--- config.mk ---
export PLATFORM = sky130hd
export DESIGN_NAME = div_unit
export DESIGN_NICKNAME = d
export VERILOG_FILES = /design/src/rtl/div_unit_pkg.sv /design/src/rtl/div_unit_step.sv /design/src/rtl/div_unit.sv
export SDC_FILE = /design/constraint.sdc
export NUM_CORES = 1
export LEC_CHECK = 0
export ABC_AREA = 1
export BUFFER_PORTS_ARGS = -buffer_cell sky130_fd_sc_hd__buf_2
export CORE_MARGIN = 2
export CORE_UTILIZATION = 45
export DETAILED_ROUTE_END_ITERATION = 8
export GPL_TIMING_DRIVEN = 0
export SLEW_MARGIN = 40
export SYNTH_ARGS = -nofsm -noshare
export SYNTH_HDL_FRONTEND = slang
export SYNTH_SLANG_ARGS = --single-unit
--- constraint.sdc ---
create_clock -name clk -period 4.36 [get_ports clk]
set_clock_uncertainty 0.15 [all_clocks]
set_input_delay 0.872 -clock clk [delete_from_list [all_inputs] [get_ports clk]]
set_output_delay 0.872 -clock clk [all_outputs]
set_load 0.01 [all_outputs]
--- src/rtl/div_unit_pkg.sv ---
// Shared encodings for the iterative divider and the id/ex decode of DIV/DIVU.
package div_unit_pkg;

  typedef enum logic [1:0] {
    DIV_FREE   = 2'b00,
    DIV_BYZERO = 2'b01,
    DIV_ON     = 2'b10,
    DIV_END    = 2'b11
  } div_state_e;

  localparam logic DIV_RESULT_READY     = 1'b1;
  localparam logic DIV_RESULT_NOT_READY = 1'b0;
  localparam logic DIV_START            = 1'b1;
  localparam logic DIV_STOP             = 1'b0;

  localparam logic [7:0] DIV_ALU_OP  = 8'b0001_1010;
  localparam logic [7:0] DIVU_ALU_OP = 8'b0001_1011;

endpackage

--- src/rtl/div_unit_step.sv ---
// One restoring-division iteration on unsigned magnitudes: shift {rem, dvd},
// trial-subtract the divisor, shift the quotient bit into the dividend LSB.
module div_step #(
  parameter int WIDTH = 32
) (
  input  logic [WIDTH-1:0] rem_i,
  input  logic [WIDTH-1:0] dvd_i,
  input  logic [WIDTH-1:0] dvs_i,
  output logic [WIDTH-1:0] rem_o,
  output logic [WIDTH-1:0] dvd_o
);

  logic [WIDTH:0] rem_ext;
  logic           q_bit;

  always_comb begin
    rem_ext = {rem_i, dvd_i[WIDTH-1]};
    q_bit   = (rem_ext >= {1'b0, dvs_i});
    // rem < dvs on entry, so the difference always fits in WIDTH bits.
    rem_o   = q_bit ? (rem_ext[WIDTH-1:0] - dvs_i) : rem_ext[WIDTH-1:0];
    dvd_o   = {dvd_i[WIDTH-2:0], q_bit};
  end

endmodule

--- src/rtl/div_unit.sv ---
// Iterative signed/unsigned divider for the HI/LO path: {remainder, quotient}
// on result_o, start/ready handshake, busy stall, annul on flush.
module div_unit
  import div_unit_pkg::*;
#(
  parameter  int WIDTH = 32,
  localparam int CNT_W = $clog2(WIDTH + 1)
) (
  input  logic               clk,
  input  logic               rst,
  input  logic               start_i,
  input  logic               annul_i,
  input  logic               signed_i,
  input  logic [WIDTH-1:0]   opData1_i,
  input  logic [WIDTH-1:0]   opData2_i,
  output logic [2*WIDTH-1:0] result_o,
  output logic               ready_o,
  output logic               busy_o
);

  localparam logic [CNT_W-1:0] LAST_ITER = CNT_W'(WIDTH - 1);

  div_state_e         state_q, state_d;
  logic [CNT_W-1:0]   cnt_q, cnt_d;
  logic [WIDTH-1:0]   rem_q, rem_d;
  logic [WIDTH-1:0]   dvd_q, dvd_d;
  logic [WIDTH-1:0]   dvs_q, dvs_d;
  logic               qneg_q, qneg_d;
  logic               rneg_q, rneg_d;
  logic [2*WIDTH-1:0] result_q, result_d;
  logic               ready_q, ready_d;

  logic [WIDTH-1:0]   step_rem;
  logic [WIDTH-1:0]   step_dvd;

  div_step #(.WIDTH(WIDTH)) u_step (
    .rem_i (rem_q),
    .dvd_i (dvd_q),
    .dvs_i (dvs_q),
    .rem_o (step_rem),
    .dvd_o (step_dvd)
  );

  always_comb begin
    state_d  = state_q;
    cnt_d    = cnt_q;
    rem_d    = rem_q;
    dvd_d    = dvd_q;
    dvs_d    = dvs_q;
    qneg_d   = qneg_q;
    rneg_d   = rneg_q;
    result_d = result_q;
    ready_d  = ready_q;

    case (state_q)
      DIV_FREE: begin
        ready_d = DIV_RESULT_NOT_READY;
        if (start_i == DIV_START) begin
          rem_d = '0;
          cnt_d = '0;
          if (opData2_i == '0) begin
            state_d = DIV_BYZERO;
            dvd_d   = opData1_i;
          end else begin
            state_d = DIV_ON;
            dvd_d   = (signed_i && opData1_i[WIDTH-1]) ? -opData1_i : opData1_i;
            dvs_d   = (signed_i && opData2_i[WIDTH-1]) ? -opData2_i : opData2_i;
            qneg_d  = signed_i && (opData1_i[WIDTH-1] ^ opData2_i[WIDTH-1]);
            rneg_d  = signed_i && opData1_i[WIDTH-1];
          end
        end
      end

      DIV_BYZERO: begin
        if (annul_i) begin
          state_d = DIV_FREE;
        end else begin
          state_d  = DIV_END;
          result_d = {dvd_q, {WIDTH{1'b1}}};
          ready_d  = DIV_RESULT_READY;
        end
      end

      DIV_ON: begin
        // Annul wins even on the final iteration.
        if (annul_i) begin
          state_d = DIV_FREE;
        end else begin
          rem_d = step_rem;
          dvd_d = step_dvd;
          cnt_d = cnt_q + CNT_W'(1);
          if (cnt_q == LAST_ITER) begin
            state_d  = DIV_END;
            cnt_d    = '0;
            ready_d  = DIV_RESULT_READY;
            result_d = {rneg_q ? -step_rem : step_rem,
                        qneg_q ? -step_dvd : step_dvd};
          end
        end
      end

      DIV_END: begin
        if (start_i == DIV_STOP) begin
          state_d = DIV_FREE;
          ready_d = DIV_RESULT_NOT_READY;
        end
      end

      default: begin
        state_d = DIV_FREE;
        ready_d = DIV_RESULT_NOT_READY;
      end
    endcase
  end

  always_ff @(posedge clk or negedge rst) begin
    if (!rst) begin
      state_q  <= DIV_FREE;
      cnt_q    <= '0;
      rem_q    <= '0;
      dvd_q    <= '0;
      dvs_q    <= '0;
      qneg_q   <= 1'b0;
      rneg_q   <= 1'b0;
      result_q <= '0;
      ready_q  <= DIV_RESULT_NOT_READY;
    end else begin
      state_q  <= state_d;
      cnt_q    <= cnt_d;
      rem_q    <= rem_d;
      dvd_q    <= dvd_d;
      dvs_q    <= dvs_d;
      qneg_q   <= qneg_d;
      rneg_q   <= rneg_d;
      result_q <= result_d;
      ready_q  <= ready_d;
    end
  end

  // The FREE-state stall is combinational on start_i, gated so reset clears it at once.
  assign busy_o   = rst && ((state_q == DIV_BYZERO) || (state_q == DIV_ON) ||
                            ((state_q == DIV_FREE) && start_i));
  assign ready_o  = ready_q;
  assign result_o = result_q;

endmodule

# Word-level counts from Yosys, hierarchy flattened
# Index checks and enable logic that the tools add are counted.
classes:
  shift: 0
  div_mod_pow: 0
  multipliers: 0
  n_mux: 32
  n_addsub: 6
  reduce_logical: 16
  bitwise: 2
  eq_ne: 10
  n_lt_le_gt_ge: 1
op_table:
  columns: ["cell", "count"]
  rows:
  - ["$mux W32", 10]
  - ["$mux W64", 3]
  - ["$neg A32 Y32", 4]
  - ["$pmux W32 S2", 2]
  - ["$pmux W64 S2", 1]
  - ["$ge A33 B32 Y1", 1]
  - ["$logic_not A32 Y1", 1]
  - ["$sub A32 B32 Y32", 1]
  - ["$mux W6", 3]
  - ["$mux W2", 6]
  - ["$pmux W6 S2", 1]
  - ["$ne A2 B2 Y1 const B", 5]
  - ["$reduce_and A3 Y1", 3]
  - ["$pmux W2 S4", 1]
  - ["$reduce_and A4 Y1", 2]
  - ["$add A6 B1 Y6 const B", 1]
  - ["$eq A6 B5 Y1 const B", 1]
  - ["$logic_and A1 B1 Y1", 5]
  - ["$eq A2 B2 Y1 const B", 2]
  - ["$mux W1", 4]
  - ["$pmux W1 S4", 1]
  - ["$reduce_bool A2 Y1", 2]
  - ["$ne A3 B3 Y1 const B", 1]
  - ["$eq A2 B1 Y1 const B", 1]
  - ["other kinds (4)", 5]
word_totals:
  elab_cells: 76
  memories: 0
  latch_bits: 0
  regBits: 171
  rom_bits: 0
  input_bits: 69
  mem_bits_rw: 0

# Logic depth before layout (Yosys ltp)
# Gate-level depths: netlist (run 1).
depth:
  depth_word: 7
  ltp_mapped: 29
  depth_no_buf: 28

# Cells and area by module
# From an unflattened synthesis (run 1), not the netlist that was laid out.
hier_totals:
  hier_cells: 2326
  hier_area_um2: 14447.6
modules_own_cells:
  columns: ["mod", "instances", "area_per_inst_um2", "seq_area_each_um2", "cells_per_inst"]
  rows:
  - ["div_unit", 1, 11018.1, 4279.1, 1644]
  - ["div_step", 1, 3429.5, 0.0, 682]

# Worst setup path before layout (run 1)
# Ideal clock, no wire load.
synth_timing:
  path_kind: "reg-to-reg"
  from: "reg rem_q[19]"
  to: "reg result_q[28], in the netlist result_o[28]"
  n_path_buf: 1
  arrival_time_ns: 3.596
  setup_slack_ns: 0.532
  synth_period_minus_slack_ns: 3.828
  setup_time_ns: 0.082
  stages_incl_launch_ff: 26
  path_cell_list: "dfrtp_1 ha_1 nand2_2 inv_2 nand2_1 nand2_1 nand2_1 nand2_1 nand2_1 nand2_1 nor2_4 nand2_8 inv_2 buf_6 ha_1 inv_1 nor3_1 nand2_1 nor3_1 nand3_1 nor2_1 nand4_1 nor4_1 a21oi_1 or2_2 a31oi_1"
synth_via:
  elab_chain_cells: 6
synth_rtl:
  columns: ["item", "line_no", "text"]
  rows:
  - ["start: declaration", "div_unit.sv:25", "logic [WIDTH-1:0] rem_q, rem_d;"]
  - ["start signal: assignment", "div_unit.sv:130", "rem_q <= rem_d;"]
  - ["$ge A33 B32 Y1", "div_unit_step.sv:18", "q_bit = (rem_ext >= {1'b0, dvs_i});"]
  - ["$neg A32 Y32", "div_unit.sv:97", "qneg_q ? -step_dvd : step_dvd};"]
  - ["$mux W32", "div_unit.sv:97", null]
  - ["$mux W64", "div_unit.sv:92", "if (cnt_q == LAST_ITER) begin"]
  - ["$mux W64", "div_unit.sv:86", "if (annul_i) begin"]
  - ["$pmux W64 S2", "div_unit.sv:55", "case (state_q)"]
  - ["end signal: assignment", "div_unit.sv:135", "result_q <= result_d;"]
  - ["end: declaration", "div_unit.sv:30", "logic [2*WIDTH-1:0] result_q, result_d;"]
# Every way passes these cells. The select of a mux whose other input is x is not followed.
# A chain may end at the register's enable or synchronous reset.

# Worst setup path after layout (run 1)
layout_timing:
  from: "reg rem_q[12]"
  to: "reg result_q[28], in the netlist result_o[28]"
# The elaborated chain is that of the path after synthesis.

==> flow_metrics.py, run 1 <==
metrics = {
    "outcome": {
        "outcome": "complete, no violations",
    },
    "route": {
        "drt_iter0_drc": 1502,
        "final_antenna_net_count": 0,
        "drc": 0,
        "wirelength_mm": 50.2,
        "routedWlPerCell_um": 18.3,
        "firstDrtPassIters": 7,
        "routed-via-count": 15100,
        "vias_per_cell": 5.49,
    },
    "setup_path": {
        "max_stage_delay_ps": 430,
        "r2r_start": "rem_q[12]",
        "worstSetupStartpoint": "rem_q[12]",
        "reg2reg_slack_ps": 220,
        "crit_chain": "ha_1 > nand2_2 > nor2_1 > nand2_1 > nor2_2 > nand2_1 > nor2_4 > nor2_4 > nand2_8 > inv_4 > buf_12 > ha_2 > inv_2 > nor3_4 > nand2_2 > nor3_4 > nand3_2 > nor2_1 > nand4_1 > nor4_4 > a21oi_2 > or2_2 > a31oi_1",
        "critPathRequiredTime_ps": 4570,
        "cp_slowest_cell": "dfrtp_1",
        "r2r_end": "result_o[28]",
        "arrival_ps": 4340,
        "cp_max_fo": 10,
        "crit_end": "result_o[28]",
        "cp.depth": 23,
        "crit_path_end_kind": "register",
        "cp.buffers_inverters": 3,
        "cp_top_family": "simple AND/OR/NAND/NOR gates",
        "r2r_cells": 23,
        "path_class": "reg -> reg",
        "startpoint_type": "register",
    },
    "sta": {
        "hold_viol": 0,
        "clock.fmax_mhz": 242,
        "period_needed_ps": 4140,
        "maxSlewViolCount": 0,
        "period_share": 0.948,
        "setup-violations-final": 0,
        "hold-worst-slack_ps": 151,
        "setup_slack_ps": 225,
        "relSlewSlack": 0.431,
        "tightest_slew_ps": 846,
    },
    "yosys": {
        "synthesis.nets": 2285,
        "synth_area_um2": 13900,
        "yosys_register_bits": 171,
        "async_flop_share": 1.00,
        "synthTopCellsByArea": "dfrtp_1, nand2_1, inv_1",
        "synth_edf_count": 0,
        "yosysTopAreaCell": "dfrtp_1",
        "ys_types": 52,
        "syn_inst": 2173,
        "synth_most_common_cell": "nand2_1",
        "synthFlopType": "dfrtp_1",
        "avgSynthCellArea_um2": 6.41,
        "yosysSeqAreaShare": 0.307,
        "ys_warn_count": 0,
        "synth_top_area_frac": 0.307,
        "synth_common_cells": "nand2_1, inv_1, nor2_1, o21ai_0, dfrtp_1",
    },
    "layout": {
        "final_nets": 2448,
        "n_fill_cell": 3237,
        "drive_above_1_share": 0.143,
        "seqCellArea_um2": 4280,
        "fin_util": 0.530,
        "syn_to_final_growth_pct": 16.0,
        "design_area_um2": 16200,
        "diodes": 0,
        "multiInputGateArea_um2": 8470,
    },
    "global_route": {
        "grt_start_max_net_pins": 74,
        "grt_pass1_vias": 14100,
        "gr-max-usage-layer": "met1",
        "grt_use_met1": 0.462,
        "grt_overflow_total": 0,
        "use_met3": 0.0537,
        "antenna_found_initial": 0,
        "met2_usage": 0.458,
        "track_usage": 0.307,
        "grt_first_pass_wirelength_mm": 77.9,
    },
    "placed_design": {
        "hpwl_mm": 40.7,
        "dp_slack_ps": -731,
        "io_buffers": 134,
        "placed_cell_area_um2": 15200,
        "gp_congestion": 0.964,
    },
    "floorplan": {
        "core_um2": 30500,
        "die_x_um": 180,
        "die_area_um2": 32400,
        "start_util": 0.457,
        "row_count": 64,
        "die_height_um": 180,
        "ios": 135,
    },
    "clock_network": {
        "cts_num_sinks": 171,
        "htree_levels": 4,
        "cts_hold_buf": 0,
        "cts_max_path_buffers": 2,
        "cts_buffers": 17,
        "cts_tree": "done",
        "clk_pin_slew_ps": 70,
        "clk_latency_ps": 440,
        "cts_root_buf": "clkbuf_16",
    },
    "pwr": {
        "power_density_nw_per_um2": 880,
        "peakVddDrop_uv": 483,
        "p_leak_nw": 7.82,
    },
    "min_path": {
        "hold_path.class": "in -> async",
    },
    "job": {
        "cap_violations": 0,
    },
}
## where the power goes
part | internal, mW | switching [mW] | total, mW
combinational | 3.15 | 6.88 | 10.0
clock | 0.798 | 0.708 | 1.51
sequential | 2.17 | 0.530 | 2.70
## placed cells by master (no fill, tap or decap), types with 5 or more instances in the layout
cell | Yosys | final
ha_2 | 0 | 6
ha_4 | 0 | 18
nand3_2 | 4 | 8
nor2_4 | 5 | 5
nor2_1 | 198 | 198
xor2_1 | 56 | 56
buf_6 | 7 | 6
buf_4 | 3 | 11
inv_2 | 10 | 25
nor3_1 | 36 | 33
nand2_1 | 610 | 599
nand4_1 | 32 | 32
o211ai_1 | 8 | 8
nand2_2 | 18 | 28
o21ai_2 | 5 | 5
o221ai_1 | 6 | 6
nand2_4 | 4 | 5
a31oi_1 | 20 | 20
nor2_2 | 18 | 18
inv_1 | 292 | 276
a21oi_2 | 1 | 5
o21ai_1 | 21 | 22
xnor2_1 | 12 | 12
nor3_2 | 5 | 5
o21ai_0 | 198 | 197
o21bai_1 | 8 | 8
nor4_1 | 13 | 12
buf_2 | 7 | 140
ha_1 | 42 | 18
dfrtp_1 | 171 | 169
nand3_1 | 140 | 136
o22ai_1 | 13 | 13
a21oi_1 | 114 | 110
clkbuf_16 | 0 | 17
clkbuf_1 | 55 | 56
o32ai_1 | 5 | 5
## logic make-up (layout without fill, tap and decap cells)
family,Yosys count,in the layout,share of synthesized area
compound gates,411,411,0.161
flops,171,171,0.307
xor+xnor,68,68,0.0427
buf+inv,383,559,0.111
simple gates,1097,1097,0.340
fa+ha+maj,43,43,0.0391
## what timing repair did
item,in CTS,in global routing
cloned,0,0
endpoints found under the setup margin,9,7
resized for setup,38,39
pin swaps,5,7
buffers inserted,4,4
## how the worst min path moves through the flow
stage                            start           end  slack [ps]  cells past startpoint
after floorplan               cnt_q[5]      cnt_q[5]         300                      1
after global placement    result_o[52]  result_o[52]         310                      2
after detailed placement  result_o[63]  result_o[63]         310                      2
after CTS                          rst     rem_q[26]         150                      1
after global routing               rst     rem_q[29]         170                      1
final                              rst     rem_q[29]         150                      1
## worst register-to-register path, cell delays in order, from the launching register on
cell	delay (ps)
dfrtp_1	430
ha_1	410
nand2_2	130
nor2_1	60
nand2_1	110
nor2_2	60
nand2_1	110
nor2_4	50
nor2_4	240
nand2_8	120
inv_4	100
buf_12	140
ha_2	190
inv_2	60
nor3_4	150
nand2_2	110
nor3_4	220
nand3_2	140
nor2_1	110
nand4_1	190
nor4_4	260
a21oi_2	90
or2_2	280
a31oi_1	140
## per-layer routing
| metal | share of wire | routed length [µm] | vias up |
|---|---|---|---|
| met5 | 0 | 0 | - |
| met4 | 0.016 | 820 | 0 |
| met3 | 0.079 | 3990 | 47 |
| met2 | 0.42 | 21100 | 556 |
| met1 | 0.48 | 24300 | 7124 |
| li1 | - | - | 7354 |
## stage by stage
step	total power, mW	std cells	setup TNS [ps]
2_1_floorplan	9.27	2173	0
3_3_place_gp	12.0	2703	-98790
3_5_place_dp	12.1	2705	-4600
4_1_cts	13.8	2741	0
5_1_grt	15.5	2745	-3.18
6_report	14.2	2745	0
## area by class of cell
class                           instances  area share
Multi-Input combinational cell       1619       0.524
Sequential cell                       171       0.265
Inverter                              305      0.0710
Timing Repair Buffer                  144      0.0492
Tap cell                              396      0.0307
Clock buffer                           18      0.0265
Buffer                                 78      0.0252
Clock inverter                         14     0.00851
## sequential cells by signal, indices dropped and copies added (netlist names)
register / cells
dvd_q: 32
result_o: 64
dvs_q: 32
cnt_q: 6
ready_o: 1
state_q: 2
qneg_q: 1
rem_q: 32
rneg_q: 1
Note: power is estimated with default switching activity, not from simulation.
==> inputs of run 2 (changes only) <==
- ABC_AREA: 1 -> 0
==> run 2 against run 1 <==
Against the previous run:
- the run now ends with setup timing left
- register-to-register slack worse by 500 ps
- maximum frequency is 11% lower
- critical endpoint is now result_o[62]
- global-route usage is 0.81 points lower
- via count is 19% lower
- synthesized area is 12% lower
- core utilization is 4.6 points higher
- critical path type unchanged
- hold slack better by 30 ps
- setup slack worse by 500 ps
- non-clock buffer count is 59 higher
- synthesized cell count is 31% lower
==> flow_metrics.py, run 2 <==
metrics = {
    "outcome": {
        "outcome": "complete, but fails checks",
        "violations": "setup timing",
    },
    "placed_design": {
        "hpwl_mm": 32.1,
        "io_buffers": 133,
        "gp_congestion": 0.935,
    },
    "layout": {
        "diodes": 0,
        "final_common_cell": "nand2_1",
        "largest_reg_flops": 64,
        "final_cell_mix": "nand2_1, dfrtp_1, o21ai_0, a21oi_1, buf_2",
        "drive_above_1_share": 0.239,
        "final_nets": 1823,
        "fin_util": 0.576,
        "syn_to_final_growth_pct": 26.5,
    },
    "route": {
        "routed-via-count": 12300,
        "final_antenna_net_count": 0,
        "drt_iter0_drc": 1215,
        "routedWlPerCell_um": 21.0,
        "drc": 0,
        "firstDrtPassIters": 5,
        "wirelength_mm": 43.5,
        "vias_per_cell": 5.95,
    },
    "sta": {
        "relSlewSlack": 0.363,
        "setup_slack_ps": -274,
        "tightest_slew_ps": 956,
        "setup-violations-final": 7,
        "hold_viol": 0,
        "hold-worst-slack_ps": 181,
        "clock.fmax_mhz": 216,
        "period_needed_ps": 4630,
        "period_share": 1.06,
        "maxSlewViolCount": 0,
        "grt_setup_unrepaired": "true",
    },
    "yosys": {
        "synth_area_um2": 12200,
        "synth_top_area_frac": 0.351,
        "synthesis.nets": 1614,
        "avgSynthCellArea_um2": 8.12,
        "async_flop_share": 1.00,
        "ys_types": 73,
        "synthFlopType": "dfrtp_1",
        "syn_inst": 1502,
        "synth_most_common_cell": "nand2_1",
        "synthTopCellsByArea": "dfrtp_1, o21ai_0, a21oi_1",
        "yosysTopAreaCell": "dfrtp_1",
        "yosysSeqAreaShare": 0.351,
        "yosys_register_bits": 171,
        "synth_edf_count": 0,
        "synth_common_cells": "nand2_1, dfrtp_1, o21ai_0",
        "ys_warn_count": 0,
    },
    "global_route": {
        "grt_first_pass_wirelength_mm": 66.5,
        "grt_overflow_total": 0,
        "antenna_found_initial": 0,
        "grt_pass1_vias": 11600,
        "grt_start_max_net_pins": 64,
        "track_usage": 0.299,
    },
    "floorplan": {
        "core_um2": 26800,
        "die_area_um2": 28400,
        "start_util": 0.455,
        "die_height_um": 169,
        "die_x_um": 169,
        "row_count": 60,
        "ios": 135,
    },
    "clock_network": {
        "cts_num_sinks": 171,
        "cts_max_path_buffers": 2,
        "cts_tree": "done",
        "cts_hold_buf": 0,
        "clk_latency_ps": 450,
        "htree_levels": 4,
        "cts_root_buf": "clkbuf_16",
        "cts_buffers": 17,
        "clk_pin_slew_ps": 80,
    },
    "setup_path": {
        "cp_max_fo": 4,
        "path_class": "reg -> reg",
        "critPathRequiredTime_ps": 4520,
        "reg2reg_slack_ps": -270,
        "crit_path_end_kind": "register",
        "arrival_ps": 4790,
        "startpoint_type": "register",
    },
    "job": {
        "cap_violations": 0,
    },
    "min_path": {
        "hold_path.class": "in -> async",
    },
}
-- run 2: cell types whose count changed after synthesis, moves of 32 or more --
cell / change
nand2_1: -435
xnor2_1: +63
inv_1: -235
nand3_1: -120
mux2i_1: +32
nor2_1: -83
-- run 2: logic make-up after synthesis --
| kind of cell | count (synthesis) | synth area share |
|---|---|---|
| compound gates | 491 | 0.245 |
| xor+xnor | 135 | 0.0969 |
| fa+ha+maj | 43 | 0.0447 |
| buf+inv | 149 | 0.0483 |
| flops | 171 | 0.351 |
| mux | 35 | 0.0290 |
| simple gates | 478 | 0.186 |
-- run 2: final timing paths --
check	to	startpoint	cells past startpoint
worst max register to register	result_o[62]	dvd_q[31]	17
min in group clk	cnt_q[5]	cnt_q[5]	1
worst max-delay path	result_o[62]	dvd_q[31]	17
worst min-delay path	rem_q[10]	rst	1
max in group asynchronous	dvd_q[29]	rst	3
worst min register to register	cnt_q[5]	cnt_q[5]	1
-- run 2: worst max-delay path, cell delays in order (launching register included) --
cell	delay, ps
dfrtp_2	450
inv_4	90
ha_4	140
inv_2	40
fa_2	340
a21o_1	220
a221o_1	380
buf_4	160
a221oi_4	260
buf_4	180
or3_1	110
a211oi_1	90
mux2i_1	460
nand2_1	270
or3_1	520
o41ai_4	370
xnor2_1	180
o21ai_1	80
-- run 2: cell type report --
class	count	area, µm²
Tap cell	341	427
Clock buffer	17	425
Timing Repair Buffer	203	1250
Sequential cell	171	4300
Clock inverter	15	170
Multi-Input combinational cell	1182	8170
Buffer	78	470
Inverter	58	223
Fill cell	2430	11400
-- run 2: stage by stage --
step                      TNS (ps)  cells  area (µm²)  worst slack (ps)
after detailed placement    -50410   1978       13400             -1170
after global placement     -169140   1976       13400             -1170
final                        -1190   2065       15400              -274
after CTS                    -1490   2042       14800              -237
after floorplan               -747   1502       12300              -192
after global routing         -2360   2065       15400              -345
-- run 2: what timing repair did --
item                                    4_1_cts  5_1_grt
pin swaps                                    24       40
gates resized for setup                     121       92
endpoints found under the setup margin       64       82
buffers inserted                             38       30
-- run 2: per-layer routing --
layer | share of wire | track usage | vias up
met2 | 0.46 | 0.468 | 517
li1 | - | - | 5799
met3 | 0.066 | 0.0412 | 62
met4 | 0.017 | 0.0720 | 0
met5 | 0 | 0 | -
met1 | 0.46 | 0.439 | 5908
Power of run 2 is left out: the tool's default activity adds up to more than one toggle a clock period on the data nets, which glitch-free logic cannot reach.
==> inputs of run 3 (changes only) <==
- SYNTH_HIERARCHICAL: unset -> 1
==> run 3 against run 2 <==
Against the previous run:
- the run still ends with setup timing left
- cell count grew 3.8%
- core utilization rose by 0.72 points
- synthesized cell count up 2.5%
- highest routed layer unchanged
- critical endpoint is now result_o[61]
- critical path depth decreased by 1
- wire length is 5.7% higher
==> flow_metrics.py, run 3 <==
metrics = {
    "outcome": {
        "outcome": "complete, but fails checks",
        "violations": "setup timing",
    },
    "floorplan": {
        "ios": 135,
        "die_area_um2": 29100,
        "die_x_um": 171,
        "die_height_um": 171,
        "row_count": 60,
        "start_util": 0.461,
        "core_um2": 27100,
    },
    "setup_path": {
        "r2r_cells": 16,
        "reg2reg_slack_ps": -250,
        "startpoint_type": "register",
        "path_class": "reg -> reg",
        "arrival_ps": 4780,
        "crit_path_end_kind": "register",
        "max_stage_delay_ps": 560,
        "cp_max_fo": 6,
        "cp_slowest_cell": "or4_4",
        "crit_chain": "ha_4 > and3_4 > o211a_4 > a211oi_4 > a21oi_4 > a21oi_2 > o311a_4 > clkinv_4 > mux2_4 > or4_4 > or4_4 > buf_12 > nor3_4 > buf_6 > a21oi_4 > a221o_1",
        "critPathRequiredTime_ps": 4540,
    },
    "global_route": {
        "track_usage": 0.318,
        "met2_usage": 0.477,
        "grt_start_max_net_pins": 50,
        "antenna_found_initial": 0,
        "use_met3": 0.0627,
        "grt_first_pass_wirelength_mm": 70.1,
        "grt_use_met1": 0.464,
        "grt_overflow_total": 0,
        "grt_pass1_vias": 12300,
        "gr-max-usage-layer": "met2",
    },
    "yosys": {
        "synth_common_cells": "nand2_1, o21ai_0, dfrtp_1",
        "synth_top_area_frac": 0.343,
        "yosysSeqAreaShare": 0.343,
        "ys_warn_count": 6,
        "async_flop_share": 1.00,
        "synth_area_um2": 12500,
        "synthTopCellsByArea": "dfrtp_1, o21ai_0, nand2_1",
        "avgSynthCellArea_um2": 8.11,
        "synthFlopType": "dfrtp_1",
        "yosysTopAreaCell": "dfrtp_1",
        "synth_most_common_cell": "nand2_1",
        "synthesis.nets": 1652,
        "synth_edf_count": 0,
        "yosys_register_bits": 171,
        "syn_inst": 1540,
        "ys_types": 78,
    },
    "route": {
        "routedWlPerCell_um": 21.4,
        "drt_iter0_drc": 1143,
        "drc": 0,
        "vias_per_cell": 5.91,
        "final_antenna_net_count": 0,
        "firstDrtPassIters": 5,
        "wirelength_mm": 45.9,
        "routed-via-count": 12700,
    },
    "placed_design": {
        "io_buffers": 134,
        "hpwl_mm": 35.0,
        "gp_congestion": 0.955,
    },
    "clock_network": {
        "clk_pin_slew_ps": 70,
        "cts_num_sinks": 171,
        "htree_levels": 4,
        "cts_buffers": 17,
        "cts_root_buf": "clkbuf_16",
        "clk_latency_ps": 450,
        "cts_tree": "done",
        "cts_max_path_buffers": 2,
    },
    "layout": {
        "final_nets": 1871,
        "multiInputGateArea_um2": 8310,
        "final_common_cell": "nand2_1",
        "final_cell_mix": "nand2_1, dfrtp_1, o21ai_0, buf_2, nor2_1",
        "seqCellArea_um2": 4290,
        "drive_above_1_share": 0.257,
        "syn_to_final_growth_pct": 26.6,
        "n_fill_cell": 2539,
        "diodes": 0,
        "largest_reg_flops": 64,
    },
    "sta": {
        "grt_setup_unrepaired": "true",
        "period_share": 1.06,
        "setup-violations-final": 18,
        "relSlewSlack": 0.265,
        "clock.fmax_mhz": 217,
        "maxSlewViolCount": 0,
        "period_needed_ps": 4610,
        "tightest_slew_ps": 1100,
        "hold-worst-slack_ps": 130,
        "setup_slack_ps": -245,
        "hold_viol": 0,
    },
    "job": {
        "cap_violations": 0,
    },
    "min_path": {
        "hold_path.class": "in -> async",
    },
}
-- run 3: cell count changes after synthesis, moves of 10 or more --
cell	delta
a21boi_0	+12
a21oi_1	-39
and3_1	+14
buf_4	+34
mux2_2	+11
mux2i_1	-16
nand2_1	+45
nand3_1	+15
nor2_1	-14
o21ai_0	+11
o21ai_1	-12
xnor2_1	-30
xor2_1	+10
-- run 3: metal layers --
metal	vias to the layer above	share of wire
li1	5921	-
met4	0	0.024
met3	66	0.082
met1	6205	0.46
met2	488	0.43
met5	-	0
-- run 3: cell type report --
type	instances	area share
Multi-Input combinational cell	1199	0.526
Sequential cell	171	0.272
Timing Repair Buffer	202	0.0808
Buffer	113	0.0423
Tap cell	372	0.0295
Clock buffer	18	0.0272
Inverter	55	0.0134
Clock inverter	14	0.00950
-- run 3: path summary, 6_finish.rpt --
path,start,end
min,rst,dvs_q[30]
max,rem_q[9],result_o[61]
min in group clk,result_o[54],result_o[54]
min reg2reg,result_o[54],result_o[54]
max in group asynchronous,rst,cnt_q[1]
max reg2reg,rem_q[9],result_o[61]
-- run 3: cells by family after synthesis --
logic type               Yosys count  share of synthesized area
AO/OA/AOI/OAI                    467                      0.236
flip-flops                       171                      0.343
adder cells (fa/ha/maj)           43                     0.0437
multiplexers                      30                     0.0255
AND/OR/NAND/NOR                  543                      0.207
XOR/XNOR                         115                     0.0807
buffers and inverters            171                     0.0642
-- run 3: critical path, delay by kind of cell, from the launching register on --
kind / cells / cell delay (ps)
DFF: 1 / 430
adders and majority gates: 1 / 290
AOI/OAI and AO/OA: 7 / 1390
and+or+nand+nor: 4 / 1520
buffers and inverters: 3 / 390
muxes: 1 / 320
-- run 3: timing repair --
item / CTS / global route
gates cloned: 1 / 0
setup buffers: 39 / 25
pin swaps: 38 / 35
setup endpoints to repair: 33 / 37
gates resized for setup: 129 / 81
hold buffers: 0 / 0
-- run 3: per-stage QoR --
stage,cell area (µm²),setup slack (ps),instances,TNS [ps],util
3_5_place_dp,13800,-1050,2050,-18290,0.510
3_3_place_gp,13700,-1090,2046,-121240,0.505
2_1_floorplan,12600,-30.3,1540,-30.3,-
4_1_cts,15300,-217,2120,-2100,0.564
6_report,15800,-245,2144,-2240,0.583
5_1_grt,15800,-341,2144,-4630,0.583
Power of run 3 is left out for the same reason.
